--- config.mk ---
export PLATFORM = sky130hd
export DESIGN_NAME = chunked_add_seq
export DESIGN_NICKNAME = d
export VERILOG_FILES = /design/src/rtl/chunked_add_pkg.sv /design/src/rtl/chunked_add_seq_csa.sv /design/src/rtl/chunked_add_seq.sv
export SDC_FILE = /design/constraint.sdc
export NUM_CORES = 1
export LEC_CHECK = 0
export ABC_AREA = 1
export ABC_CLOCK_PERIOD_IN_PS = 7700
export CORE_ASPECT_RATIO = 2
export CORE_MARGIN = 4
export CORE_UTILIZATION = 39
export DETAILED_ROUTE_END_ITERATION = 16
export GPL_TIMING_DRIVEN = 0
export PLACE_DENSITY_LB_ADDON = 0.3
export SKIP_CTS_REPAIR_TIMING = 1
export SLEW_MARGIN = 20
export SYNTH_ARGS = -nofsm -noshare
export SYNTH_HDL_FRONTEND = slang
export SYNTH_SLANG_ARGS = --single-unit
--- constraint.sdc ---
create_clock -name clk -period 7.7 [get_ports clk]
set_input_delay 1.54 -clock clk [delete_from_list [all_inputs] [get_ports clk]]
set_output_delay 1.54 -clock clk [all_outputs]
set_load 0.05 [all_outputs]
--- src/rtl/chunked_add_pkg.sv ---
// Shared types and elaboration helpers for the chunked wide-adder sequencer.
package chunked_add_pkg;

  typedef enum logic [1:0] {
    IDLE = 2'd0,
    RUN  = 2'd1,
    DONE = 2'd2
  } state_e;

  function automatic int nchunk_f(input int width, input int chunk);
    return width / chunk;
  endfunction

  // A single-chunk configuration still needs a 1-bit index register.
  function automatic int cnt_w_f(input int nchunk);
    return (nchunk > 1) ? $clog2(nchunk) : 1;
  endfunction

  function automatic bit cfg_ok_f(input int width, input int chunk);
    return (chunk >= 1) && (chunk <= width) && ((width % chunk) == 0);
  endfunction

endpackage

--- src/rtl/chunked_add_seq_csa.sv ---
// Carry-select adder: SIZE-bit blocks precompute both carry-in cases and a
// mux chain picks the right one. The last block may be narrower than SIZE.
module Carry_Select_Adder #(
  parameter int WIDTH = 8,
  parameter int SIZE  = 3
) (
  input  logic [WIDTH-1:0] a,
  input  logic [WIDTH-1:0] b,
  input  logic             cin,
  output logic [WIDTH-1:0] s,
  output logic             cout
);

  localparam int NBLK = (WIDTH + SIZE - 1) / SIZE;

  logic [NBLK:0] carry_s;

  assign carry_s[0] = cin;

  for (genvar i = 0; i < NBLK; i++) begin : g_blk
    localparam int LO = i * SIZE;
    localparam int W  = ((WIDTH - LO) < SIZE) ? (WIDTH - LO) : SIZE;

    logic [W:0] sum0_s;
    logic [W:0] sum1_s;

    assign sum0_s = {1'b0, a[LO +: W]} + {1'b0, b[LO +: W]};
    assign sum1_s = {1'b0, a[LO +: W]} + {1'b0, b[LO +: W]} + {{W{1'b0}}, 1'b1};
    assign s[LO +: W]     = carry_s[i] ? sum1_s[W-1:0] : sum0_s[W-1:0];
    assign carry_s[i + 1] = carry_s[i] ? sum1_s[W]     : sum0_s[W];
  end

  assign cout = carry_s[NBLK];

endmodule

--- src/rtl/chunked_add_seq.sv ---
// WIDTH-bit adder built by time-multiplexing one CHUNK-bit carry-select adder,
// least-significant chunk first, behind valid/ready handshakes.
module chunked_add_seq
  import chunked_add_pkg::*;
#(
  parameter int WIDTH = 32,
  parameter int CHUNK = 8,
  parameter int SIZE  = 3
) (
  input  logic             clk,
  input  logic             rst_n,
  input  logic             in_valid,
  output logic             in_ready,
  input  logic [WIDTH-1:0] in_a,
  input  logic [WIDTH-1:0] in_b,
  input  logic             in_cin,
  output logic             out_valid,
  input  logic             out_ready,
  output logic [WIDTH-1:0] out_s,
  output logic             out_cout,
  output logic             busy
);

  localparam int NCHUNK = nchunk_f(WIDTH, CHUNK);
  localparam int CW     = cnt_w_f(NCHUNK);
  localparam logic [CW-1:0] LAST_IDX = CW'(NCHUNK - 1);

  if (!cfg_ok_f(WIDTH, CHUNK)) begin : g_cfg_err
    $error("chunked_add_seq: WIDTH must be a non-zero multiple of CHUNK");
  end

  state_e state_r;
  state_e next_s;

  logic [CW-1:0]                  idx_r;
  logic                           carry_r;
  logic [NCHUNK-1:0][CHUNK-1:0]   opa_r;
  logic [NCHUNK-1:0][CHUNK-1:0]   opb_r;
  logic [NCHUNK-1:0][CHUNK-1:0]   res_r;
  logic                           out_cout_r;
  logic                           out_valid_r;

  logic [CHUNK-1:0] sum_s;
  logic             cout_s;
  logic             accept_s;
  logic             last_s;
  logic             in_ready_s;

  Carry_Select_Adder #(
    .WIDTH (CHUNK),
    .SIZE  (SIZE)
  ) u_csa (
    .a    (opa_r[idx_r]),
    .b    (opb_r[idx_r]),
    .cin  (carry_r),
    .s    (sum_s),
    .cout (cout_s)
  );

  // out_ready -> in_ready is a deliberate combinational path for back-to-back issue.
  assign in_ready_s = rst_n & ((state_r == IDLE) | ((state_r == DONE) & out_ready));
  assign accept_s   = in_valid & in_ready_s;
  assign last_s     = (idx_r == LAST_IDX);

  // Next-state selection.
  always_comb begin
    next_s = state_r;
    case (state_r)
      IDLE: begin
        if (accept_s) next_s = RUN;
        else          next_s = IDLE;
      end
      RUN: begin
        if (last_s) next_s = DONE;
        else        next_s = RUN;
      end
      DONE: begin
        if (accept_s)       next_s = RUN;
        else if (out_ready) next_s = IDLE;
        else                next_s = DONE;
      end
      default: next_s = IDLE;
    endcase
  end

  // State register.
  always_ff @(posedge clk) begin
    if (!rst_n) state_r <= IDLE;
    else        state_r <= next_s;
  end

  // Operand capture, per-chunk accumulation and result flags.
  always_ff @(posedge clk) begin
    if (!rst_n) begin
      idx_r       <= {CW{1'b0}};
      carry_r     <= 1'b0;
      opa_r       <= {WIDTH{1'b0}};
      opb_r       <= {WIDTH{1'b0}};
      res_r       <= {WIDTH{1'b0}};
      out_cout_r  <= 1'b0;
      out_valid_r <= 1'b0;
    end else begin
      if (accept_s) begin
        opa_r   <= in_a;
        opb_r   <= in_b;
        carry_r <= in_cin;
        idx_r   <= {CW{1'b0}};
      end else if (state_r == RUN) begin
        res_r[idx_r] <= sum_s;
        carry_r      <= cout_s;
        if (last_s) out_cout_r <= cout_s;
        else        idx_r      <= idx_r + CW'(1);
      end else begin
        carry_r <= carry_r;
      end
      out_valid_r <= (next_s == DONE);
    end
  end

  assign in_ready  = in_ready_s;
  assign out_valid = out_valid_r;
  assign out_s     = res_r;
  assign out_cout  = out_cout_r;
  assign busy      = (state_r != IDLE);

endmodule

==> results of run 1 <==
-- placed cells by master, fill, tap and decap left out, types with 6 or more instances in the layout --
master | Yosys | routed
nand3_1 | 17 | 17
o22ai_1 | 14 | 14
clkbuf_16 | 0 | 9
a21oi_1 | 79 | 79
clkbuf_1 | 16 | 17
o21ai_0 | 63 | 63
nor2_1 | 42 | 42
o21bai_1 | 15 | 15
dfxtp_1 | 103 | 103
clkdlybuf4s50_1 | 0 | 103
inv_1 | 41 | 41
buf_6 | 6 | 6
nand2_1 | 172 | 172
buf_2 | 10 | 10
ha_1 | 14 | 14
-- where the power goes --
group | total, mW | switching, mW | internal (mW)
clock network | 0.412 | 0.194 | 0.217
registers | 0.570 | 0.0151 | 0.555
logic | 0.232 | 0.138 | 0.0944
-- per-layer routing --
layer	vias up	global-route usage, %	wire, um
met4	0	11.10	664
met3	46	2.785	635
met1	2042	18.61	4577
met2	160	38.67	7851
met5	-	0	0
li1	2277	-	-
-- synthesized netlist by cell type (2+ instances only) --
master / count / area share, %
nand3_1: 17 / 1.8
dfxtp_1: 103 / 44
xor2_1: 3 / 0.56
xnor2_1: 2 / 0.37
ha_1: 14 / 3.7
inv_1: 41 / 3.3
a21oi_1: 79 / 8.5
o21a_1: 4 / 0.64
o22ai_1: 14 / 1.9
buf_2: 10 / 1.1
buf_6: 6 / 1.4
o21ai_0: 63 / 6.7
nand4_1: 2 / 0.27
o21bai_1: 15 / 2.4
inv_2: 4 / 0.32
clkbuf_1: 16 / 1.3
fa_1: 3 / 1.3
nor2_1: 42 / 3.4
nand2_1: 172 / 14
clkinv_1: 3 / 0.24
nand2_2: 4 / 0.54
-- area by class of cell --
type / count / area, um^2 / share of cell area, %
plain buffers: 34 / 188.9 / 3.070
clock buffers: 10 / 229.0 / 3.721
clock inverters: 5 / 36.28 / 0.5897
inverters: 49 / 186.4 / 3.030
multi-input cells: 443 / 2238 / 36.38
flip-flops and latches: 103 / 2062 / 33.51
well taps: 145 / 181.4 / 2.948
repair buffers: 103 / 1031 / 16.75
-- final timing paths --
check | start | to | slack, ns | cells past startpoint
max | out_ready | in_ready | 3.08 | 4
min reg2reg | opa_r[16] | opa_r[16] | 0.47 | 2
max reg2reg | idx_r[0] | out_s[14] | 4.47 | 16
min | opa_r[16] | opa_r[16] | 0.47 | 2
-- sequential cells by signal, summed over array words and instances, names as in the netlist --
register	cells
opa_r	32
opb_r	32
out_s	32
idx_r	2
state_r	2
carry_r	1
out_cout	1
out_valid	1
-- worst max-delay path: stages --
cell and delay [ns]:
clkdlybuf4s50_1 0.46, nor2_1 0.08, nor3_4 0.17, clkdlybuf4s50_1 0.84
-- logic make-up after synthesis --
kind of cell,Yosys count,share of synthesized area (%)
adders and majority gates,17,5.031
AOI/OAI and AO/OA,177,20.42
and+or+nand+nor,242,20.90
muxes,1,0.2408
xor gates and xnor gates,6,1.285
DFF,103,44.10
buffers and inverters,83,8.028
==> impl_metrics.tcl, run 1 <==
set metrics [dict create \
    cp.arrival_ns 3.08 \
    synth_cell_types 33 \
    drv_cap 0 \
    synth-async-reset-ratio_pct 0 \
    yosysSeqAreaShare_pct 44.10 \
    first_pass_iters 5 \
    antenna_cells 0 \
    synth_area_um2 4676 \
    synthFlopType "dfxtp_1" \
    grt_pass1_vias 4410 \
    clock_path_buffers 2 \
    grt_pass1_wl_um 21230 \
    period_needed_ns 4.622 \
    path_class "primary input to output pin" \
    synthToLayoutAreaGrowth_pct 31.60 \
    yosys_warnings 0 \
    nFillCells 1159 \
    worstHoldPathType "register to register" \
    dieArea_um2 13910 \
    slew_violations 0 \
    crit_path_max_fanout 2 \
    worst_slack_ns 3.078 \
    hpwlAfterDp_um 11040 \
    start_util_pct 39.72 \
    crit_required_ns 6.16 \
    rsz0062_at_grt "no" \
    p_leak_nw 2.469 \
    setup_viol 0 \
    synth.avg_cell_area_um2 7.434 \
    report.final.hold_viol_count 0 \
    routed_wl_um 13730 \
    portBuffers 103 \
    synth-edff-count 0 \
    drtIter0Drc 216 \
    path_clk_slew_ns 0.06 \
    nets 829 \
    fmax_mhz 216.3 \
    drc 0 \
    dpl_cell_area_um2 5888 \
    antenna_found_initial 0 \
    cts_max_level 3 \
    dp_slack_ns 3.063 \
    relSlewSlack_pct 62.41 \
    fin_crit_sh_pct 60.03 \
    postRouteAntennaNets 0 \
    finalWeightedCongestion 0.9609 \
    avgViaCountPerCell 5.073 \
    start_kind "primary input" \
    cts_buffers 9 \
    clockRootBuffer "clkbuf_16" \
    dp_cells 877 \
    final_core_util_pct 52.27 \
    clk_latency_ns 0.34 \
    critPathCaptureType "output pin" \
    routedWlPerCell_um 15.39 \
    die_height_um 162.9 \
    ios 105 \
    grt_max_degree 17 \
    tightest_slew_ns 0.5639 \
    drive_gt1_share_pct 6.024 \
    p_total_mw 1.214 \
    setup_tns_ns 0 \
    clkSinkCount 103 \
    fp.dieW_um 85.43 \
    status "complete, no violations" \
    core-area_um2 11770 \
    synth_seq_cells 103 \
    hold_ws_ns 0.4667 \
    rows 56 \
    grt_usage_pct 19.66 \
    finClkSkew_ns 0.008212 \
    ir_drop_v 0.0001263 \
    grt_overflow 0 \
    num_vias 4525 \
    cts_tree "done" \
    design_area_um2 6153 \
    power-per-cell-area_nw_per_um2 197.4 \
    syn_inst 629 \
    synth.net_count 715 \
    layout.cells.non_filler 892 \
]
Note: power is estimated with default switching activity, not from simulation.
==> run 2: changes to the inputs <==
--- a/config.mk
+++ b/config.mk
@@ -6,7 +6,7 @@
 export NUM_CORES = 1
 export LEC_CHECK = 0
 export ABC_AREA = 1
-export ABC_CLOCK_PERIOD_IN_PS = 7700
+export ABC_CLOCK_PERIOD_IN_PS = 4600
 export CORE_ASPECT_RATIO = 2
 export CORE_MARGIN = 4
 export CORE_UTILIZATION = 39
==> constraint.sdc (replaced) <==
create_clock -name clk -period 4.6 [get_ports clk]
set_input_delay 0.92 -clock clk [delete_from_list [all_inputs] [get_ports clk]]
set_output_delay 0.92 -clock clk [all_outputs]
set_load 0.05 [all_outputs]
==> results of run 2 <==
The final DEF is identical to that of run 1. Status: complete, no violations.
Main changes from that run: setup slack after placement 3.063 ns -> 1.203 ns; setup slack after layout 3.078 ns -> 1.218 ns; register-to-register setup slack 4.47 ns -> 1.37 ns; total power 1.214 mW -> 2.033 mW; worst IR drop on VDD 0.0001263 V -> 0.0002114 V
